[src/rtl/ysyx_22041211_lsu.sv]
// Multi-cycle load/store unit between execute and register write-back.
// Drives a req/resp memory bus with byte strobes; misaligned accesses are flagged, never issued.
module ysyx_22041211_lsu #(
  parameter int DATA_LEN = 32,
  parameter int ADDR_LEN = 32
) (
  input  logic                  clk,
  input  logic                  rst,
  input  logic                  in_valid,
  output logic                  in_ready,
  input  logic                  wd_i,
  input  logic [4:0]            wreg_i,
  input  logic [DATA_LEN-1:0]   alu_result_i,
  input  logic [DATA_LEN-1:0]   mem_wdata_i,
  input  logic [2:0]            load_type_i,
  input  logic [1:0]            store_type_i,
  output logic                  out_valid,
  input  logic                  out_ready,
  output logic                  wd_o,
  output logic [4:0]            wreg_o,
  output logic [DATA_LEN-1:0]   wdata_o,
  output logic                  misalign_o,
  output logic                  mem_req_valid,
  input  logic                  mem_req_ready,
  output logic [ADDR_LEN-1:0]   mem_req_addr,
  output logic                  mem_req_wen,
  output logic [DATA_LEN-1:0]   mem_req_wdata,
  output logic [DATA_LEN/8-1:0] mem_req_wmask,
  input  logic                  mem_resp_valid,
  input  logic [DATA_LEN-1:0]   mem_resp_rdata
);

  localparam int STRB = DATA_LEN / 8;

  typedef enum logic [1:0] {IDLE, REQ, WAIT, DONE} state_t;

  state_t state, state_nxt;

  logic [2:0] ld_q;
  logic [1:0] st_q;
  logic [1:0] off_q;

  logic                accept;
  logic                is_load;
  logic                is_store;
  logic                is_half;
  logic                is_word;
  logic                misalign;
  logic                mem_op;
  logic [STRB-1:0]     base_mask;
  logic [DATA_LEN-1:0] resp_shift;
  logic [DATA_LEN-1:0] load_ext;

  assign accept = in_valid & in_ready;

  // Load wins when both a load and a store type are presented.
  always_comb begin
    is_load   = (load_type_i >= 3'd1) && (load_type_i <= 3'd5);
    is_store  = !is_load && (store_type_i != 2'd0);
    is_half   = (load_type_i == 3'd3) || (load_type_i == 3'd4) ||
                (is_store && store_type_i == 2'd2);
    is_word   = (load_type_i == 3'd5) || (is_store && store_type_i == 2'd3);
    misalign  = (is_half && alu_result_i[0]) || (is_word && (alu_result_i[1:0] != 2'b00));
    mem_op    = is_load || is_store;
    base_mask = '0;
    case (store_type_i)
      2'd1:    base_mask = STRB'(4'b0001);
      2'd2:    base_mask = STRB'(4'b0011);
      2'd3:    base_mask = STRB'(4'b1111);
      default: base_mask = '0;
    endcase
  end

  always_comb begin
    resp_shift = mem_resp_rdata >> {off_q, 3'b000};
    load_ext   = resp_shift;
    case (ld_q)
      3'd1:    load_ext = {{(DATA_LEN-8){resp_shift[7]}}, resp_shift[7:0]};
      3'd2:    load_ext = {{(DATA_LEN-8){1'b0}}, resp_shift[7:0]};
      3'd3:    load_ext = {{(DATA_LEN-16){resp_shift[15]}}, resp_shift[15:0]};
      3'd4:    load_ext = {{(DATA_LEN-16){1'b0}}, resp_shift[15:0]};
      default: load_ext = resp_shift;
    endcase
  end

  always_ff @(posedge clk) begin
    if (rst) state <= IDLE;
    else     state <= state_nxt;
  end

  always_comb begin
    state_nxt = state;
    case (state)
      IDLE: if (accept)         state_nxt = (mem_op && !misalign) ? REQ : DONE;
      REQ:  if (mem_req_ready)  state_nxt = WAIT;
      WAIT: if (mem_resp_valid) state_nxt = DONE;
      DONE: if (out_ready)      state_nxt = IDLE;
      default:                  state_nxt = IDLE;
    endcase
  end

  always_comb begin
    in_ready      = (state == IDLE);
    mem_req_valid = (state == REQ);
    out_valid     = (state == DONE);
  end

  always_ff @(posedge clk) begin
    if (rst) begin
      ld_q          <= '0;
      st_q          <= '0;
      off_q         <= '0;
      wd_o          <= 1'b0;
      wreg_o        <= '0;
      wdata_o       <= '0;
      misalign_o    <= 1'b0;
      mem_req_addr  <= '0;
      mem_req_wen   <= 1'b0;
      mem_req_wdata <= '0;
      mem_req_wmask <= '0;
    end else begin
      if (accept) begin
        ld_q       <= is_load ? load_type_i : 3'd0;
        st_q       <= is_store ? store_type_i : 2'd0;
        off_q      <= alu_result_i[1:0];
        wreg_o     <= wreg_i;
        wd_o       <= wd_i & ~misalign;
        misalign_o <= misalign;
        wdata_o    <= mem_op ? '0 : alu_result_i;
        // Bus fields only change for accesses that are actually issued.
        if (mem_op && !misalign) begin
          mem_req_addr  <= {alu_result_i[ADDR_LEN-1:2], 2'b00};
          mem_req_wen   <= is_store;
          mem_req_wdata <= is_store ? (mem_wdata_i << {alu_result_i[1:0], 3'b000}) : '0;
          mem_req_wmask <= is_store ? (base_mask << alu_result_i[1:0]) : '0;
        end
      end
      if (state == WAIT && mem_resp_valid) begin
        if (st_q != 2'd0) begin
          wd_o    <= 1'b0;
          wdata_o <= '0;
        end else begin
          wdata_o <= load_ext;
        end
      end
    end
  end

endmodule

[config.mk]
export PLATFORM = sky130hd
export DESIGN_NAME = ysyx_22041211_lsu
export DESIGN_NICKNAME = d
export VERILOG_FILES = /design/src/rtl/ysyx_22041211_lsu.sv
export SDC_FILE = /design/constraint.sdc
export NUM_CORES = 1
export LEC_CHECK = 0
export CAP_MARGIN = 20
export CELL_PAD_IN_SITES_DETAIL_PLACEMENT = 0
export CELL_PAD_IN_SITES_GLOBAL_PLACEMENT = 2
export CORE_MARGIN = 4
export CORE_UTILIZATION = 25
export DETAILED_ROUTE_END_ITERATION = 8
export GPL_ROUTABILITY_DRIVEN = 0
export PLACE_DENSITY_LB_ADDON = 0.1
export SLEW_MARGIN = 20
export SYNTH_ARGS = -nofsm -noshare
export SYNTH_HDL_FRONTEND = slang
export SYNTH_SLANG_ARGS = --single-unit
[constraint.sdc]
create_clock -name clk -period 5.1 [get_ports clk]
set_input_delay 1.02 -clock clk [delete_from_list [all_inputs] [get_ports clk]]
set_output_delay 1.02 -clock clk [all_outputs]
set_load 0.01 [all_outputs]
# After elaboration in Yosys (flattened, before gate mapping)
# Cells that the tools add are included.
[totals] ff_bits=115 input_bits=113 output_inout_bits=111 elab_cells=78
[op_classes] order_cmp=2 n_eq_ne=17 shifts=3 mux=19 bitwise=3 reduce_logical=22
[ops] cell="two-way mux 32 bit" n=5
[ops] cell="case mux 32 bit (4 select lines)" n=1
[ops] cell="<< shifter 32 x 5 -> 32 bit" n=1
[ops] cell=">> shifter 32 x 5 -> 32 bit" n=1
[ops] cell="two-way mux 2 bit" n=6
[ops] cell="case mux 4 bit (3 select lines)" n=1
[ops] cell="equality test 3 x 2 -> 1 bit (second input constant)" n=3
[ops] cell="equality test 3 bit (second input constant)" n=3
[ops] cell="equality test 2 bit (second input constant)" n=4
[ops] cell="logical AND 1 bit" n=8
[ops] cell="case mux 2 bit (4 select lines)" n=1
[ops] cell="nonzero test 2 bit" n=4
[ops] cell="inequality test 2 x 1 -> 1 bit (second input constant)" n=3
[ops] cell="logical OR 1 bit" n=5
[ops] cell="equality test 2 x 1 -> 1 bit (second input constant)" n=2
[ops] cell="two-way mux 4 bit" n=1
[ops] cell="AND reduction 4 bit" n=1
[ops] cell="<< shifter 4 x 2 -> 4 bit" n=1
[ops] cell="equality test 3 x 1 -> 1 bit (second input constant)" n=1
[ops] cell=">= comparator 3 x 1 -> 1 bit (second input constant)" n=1
[ops] cell="less-or-equal comparator 3 bit (second input constant)" n=1
[ops] cell="two-way mux 1 bit" n=3
[ops] cell="two-way mux 3 bit" n=1
[ops] cell="AND 1 bit" n=2
[ops] cell="5 further kinds" n=6

# Longest topological paths before layout
[logic_depth] ltp_word=13 ltp_mapped=9 depth_no_buf=7

# Worst setup path before layout
# No wires, ideal clock.
[synth_timing] path_kind="input to register" startpoint="in load_type_i[2]" endpoint="reg mem_req_wdata[0]" setup_time_ns=0.060 arrival_time_ns=2.522 setup_slack_ns=2.518 path_stages=6 path_cell_list="buf_6 or3_4 a2111oi_4 buf_6 nor3b_4 a22o_1"
[synth_between] elab_chain_len=11 elab_cells_between_ends=21
[synth_rtl] element="from (decl)" line_no="15" text="input logic [2:0] load_type_i,"
[synth_rtl] element=">= comparator 3 x 1 -> 1 bit or less-or-equal comparator 3 bit (tied branches)" line_no="58" text="is_load = (load_type_i >= 3'd1) && (load_type_i <= 3'd5);"
[synth_rtl] element="logical AND 1 bit" line_no="58"
[synth_rtl] element="logical NOT 1 bit" line_no="59" text="is_store = !is_load && (store_type_i != 2'd0);"
[synth_rtl] element="logical AND 1 bit" line_no="59"
[synth_rtl] element="logical AND 1 bit, on equally long branches" line_no="61, 62"
[synth_rtl] element="logical OR 1 bit, on equally long branches" line_no="60, 62"
[synth_rtl] element="logical AND 1 bit" line_no="63" text="misalign = (is_half && alu_result_i[0]) || (is_word && (alu_result_i[1:0] != 2'b00));"
[synth_rtl] element="logical OR 1 bit" line_no="63"
[synth_rtl] element="logical NOT 1 bit" line_no="131" text="if (mem_op && !misalign) begin"
[synth_rtl] element="logical AND 1 bit" line_no="131"
[synth_rtl] element="AND reduction 2 bit (no source line)"
[synth_rtl] element="to (signal assigned)" line_no="134" text="mem_req_wdata <= is_store ? (mem_wdata_i << {alu_result_i[1:0], 3'b000}) : '0;"
[synth_rtl] element="to (decl)" line_no="27" text="output logic [DATA_LEN-1:0] mem_req_wdata,"
# Several ways; a longest one is shown, not always the timed one.
# A chain may end at the register's enable or synchronous reset.

# Worst setup path in the final report
[layout_timing] startpoint="in alu_result_i[0]" endpoint="reg mem_req_wdata[25]"
[layout_between] elab_chain_len=6 elab_cells_between_ends=9
[layout_rtl] element="from (decl)" line_no="13" text="input logic [DATA_LEN-1:0] alu_result_i,"
[layout_rtl] element="branches (longest 6 deep; another with << shifter 32 x 5 -> 32 bit)"
# Parallel ways; which one is timed is not known.

==> summary.txt <==
Status
  • Status: finished, final reports clean

Clock network
  • CTS tree: done
  • Clk_lat worst skew: 410 ps
  • H-tree levels: 4
  • CTS sink count: 115
  • Setup Fix Bufs, Post-CTS: 0
  • Hold_buf cts: 0
  • Clk pin slew, worst setup/hold paths: 60 ps
  • Num CTS Buffers: 17
  • CTS max path bufs: 2
  • Clock Tree Root: clkbuf_16
  • # resized after CTS: 0

Critical path
  • Required time of the critical path: 5440 ps
  • Reg2Reg Depth: 7
  • Slowest-stage cell, CP: a21oi_4
  • R2r startpoint: state[1]
  • Crit-path max FO: 37
  • Worst setup EP type: flip-flop
  • Reg2reg end: mem_req_wdata[18]
  • Crit path capture: mem_req_wdata[25]
  • Kind of critical path: input pin to flip-flop
  • WP data arrival: 3890 ps
  • CP max stage delay: 810 ps
  • Worst-path cell chain: buf_2 -> nand4bb_1 -> and4_1 -> o2bb2ai_4 -> buf_16 -> a21oi_4 -> a221o_1
  • Critical Path Source Type: input pin
  • Internal reg-to-reg setup slack: 2340 ps
  • CP Launch Point: alu_result_i[0]

Yosys
  • Top FF cell, synth: dfxtp_1
  • Synth Register Bits: 115
  • Post-Syn Instances: 654
  • Distinct cell type count after synthesis: 56
  • Register area share after synthesis: roughly two fifths
  • Avg Inst Size Synth: 8.84 sq um
  • Yosys warning count: 0
  • Number of synthesized flops with an enable pin: 0
  • Cell area after synthesis: slightly below 6000 sq um
  • Post-synth ARST share: 0%

GRT
  • GRT Total Usage: around 17%
  • Total gr overflow: 0
  • Initial antenna violation count: 0
  • Largest net degree at the start of global routing: 111
  • First-pass GRT wire length: about 35000 microns
  • Number of global-route vias before repair: a little under 6000

Place
  • Hpwl dp: 16300 microns
  • Port bufs: 221
  • Area after DPL: 8140 sq um

Floorplan
  • I/O pin cnt: 224
  • Core Region: 22700 sq um
  • Die ar.: 25600 sq um
  • Starting Density: 25.5%
  • Die width: 160 microns
  • Die Height: approximately 160 microns
  • Row count: 55

Routing
  • DR DRC count: 0
  • Post-route ant nets: 0
  • Total vias in the final route: 5683
  • Total wire length: 22700 microns
  • Vias per cell: 4.98
  • Drt first pass iters: 4
  • Starting DRT DRC Count: 250
  • Wire per inst: 19.9 microns

Power and ir drop
  • Lkg Pwr: 0.00323 uW
  • Max rail drop VDD: between 0.2 and 0.25 mV
  • PD cells: approximately 440 nW/um^2

Final layout
  • Design Area, Final: roughly 8900 sq um
  • Commonest non-fill, non-tap cell in the layout: clkdlybuf4s50_1
  • Most frequent cells in the layout: clkdlybuf4s50_1, dfxtp_1, nor2_1
  • Ant diodes: 0
  • Area grow syn2layout: 53.3%
  • Nets: between 900 and 1000
  • Layout cells sized above 1: 7.93%

Min path
  • Hold crit path type: flip-flop to flip-flop

STA
  • Final setup fails: 0
  • Tcrit/Tclk final: 69.6%
  • Fin. Hold Viols: 0
  • Slew headroom: 31.6%
  • Unrepaired setup endpoints after global routing: false
  • Count of pins over their slew limit: 0
  • Peak Freq: 0.282 GHz
  • Final TNS setup: 0 ps
  • Final min period: 3550 ps
  • Worst Tran Pin Value: 1030 ps
  • Worst Skew: between 8 and 9 ps

Flow run
  • Max Cap Viol: 0
==> through the flow <==
step                util, %  cells  hold slack [ps]  power (uW)  worst slack, ps
finish                 39.0   1142              454        3880             1550
global route           39.0   1142              479        4110             1290
CTS                    38.9   1141              456        3930             1550
detailed placement     35.8   1109              449        2480             1100
global placement       35.8   1109              444        2470             1170
floorplan                 -    655              479        1840             2520
==> sequential cells by signal, indices dropped and copies added (netlist names), 3 cells and up <==
register	flops
mem_req_wdata	32
wdata_o	32
mem_req_addr	30
wreg_o	5
mem_req_wmask	4
ld_q	3
==> routing by layer <==
| metal | global-route usage [%] | share of wire, % | vias to the layer above | wire (microns) |
|---|---|---|---|---|
| li1 | - | - | 2767 | - |
| met1 | 22.4 | 45 | 2710 | 10300 |
| met2 | 29.4 | 48 | 187 | 10900 |
| met3 | 4.15 | 5.3 | 19 | 1210 |
| met4 | 4.61 | 1.4 | 0 | 321 |
| met5 | 0 | 0 | - | 0 |
==> power breakdown <==
group	internal, uW	switching (uW)
registers	1060	103
clock network	981	456
logic	604	677
total	2640	1240
==> synth_stat cells (all sizes together), types with 4 or more instances <==
| master | number | share of area (%) |
|---|---|---|
| a211oi | 25 | 3.2 |
| a21oi | 42 | 3.8 |
| a221o | 15 | 2.6 |
| a221oi | 15 | 2.3 |
| a22o | 10 | 1.5 |
| a2bb2oi | 8 | 1.2 |
| and2 | 6 | 0.71 |
| and3 | 7 | 0.91 |
| buf | 26 | 2.9 |
| clkbuf | 36 | 2.3 |
| dfxtp | 115 | 40 |
| ha | 4 | 0.87 |
| inv | 7 | 0.45 |
| mux2i | 39 | 6.8 |
| nand2 | 54 | 3.5 |
| nand2b | 33 | 3.6 |
| nand3 | 4 | 0.43 |
| nand4b | 31 | 4.7 |
| nor2 | 61 | 4.0 |
| nor2b | 8 | 0.87 |
| nor3 | 18 | 1.6 |
| o21ai | 49 | 4.2 |
| o2bb2ai | 10 | 1.6 |
==> area by class of cell <==
| class | count | area (sq um) |
|---|---|---|
| fill | 2300 | 13800 |
| timing repair buffer | 232 | 2310 |
| clock inverter | 13 | 254 |
| inverter | 7 | 26.3 |
| sequential | 115 | 2300 |
| tap | 285 | 357 |
| clock buffer | 19 | 443 |
| multi-input combinational | 471 | 3170 |
==> kinds of logic after synthesis <==
family	share of synthesized area, %
adder cells (fa/ha/maj)	0.866
buffers and inverters	5.65
AO/OA/AOI/OAI	22.9
other	0.0649
AND/OR/NAND/NOR	22.7
flip-flops	39.8
multiplexers	7.53
XOR/XNOR	0.455
==> critical path, delay by kind of cell <==
kind	cells	cell delay (ps)
and+or+nand+nor	2	460
buffers and inverters	2	1000
AOI/OAI and AO/OA	3	1400
==> how the worst min path moves through the flow <==
stage	cells after the start	startpoint	slack [ps]	endpoint
floorplan	2	ld_q[0]	480	ld_q[0]
global placement	2	wreg_o[4]	440	wreg_o[4]
detailed placement	2	wreg_o[0]	450	wreg_o[0]
CTS	2	wreg_o[0]	460	wreg_o[0]
global route	2	off_q[1]	480	off_q[1]
finish	2	wreg_o[0]	450	wreg_o[0]
No activity file was read; power rests on OpenSTA's default activity.
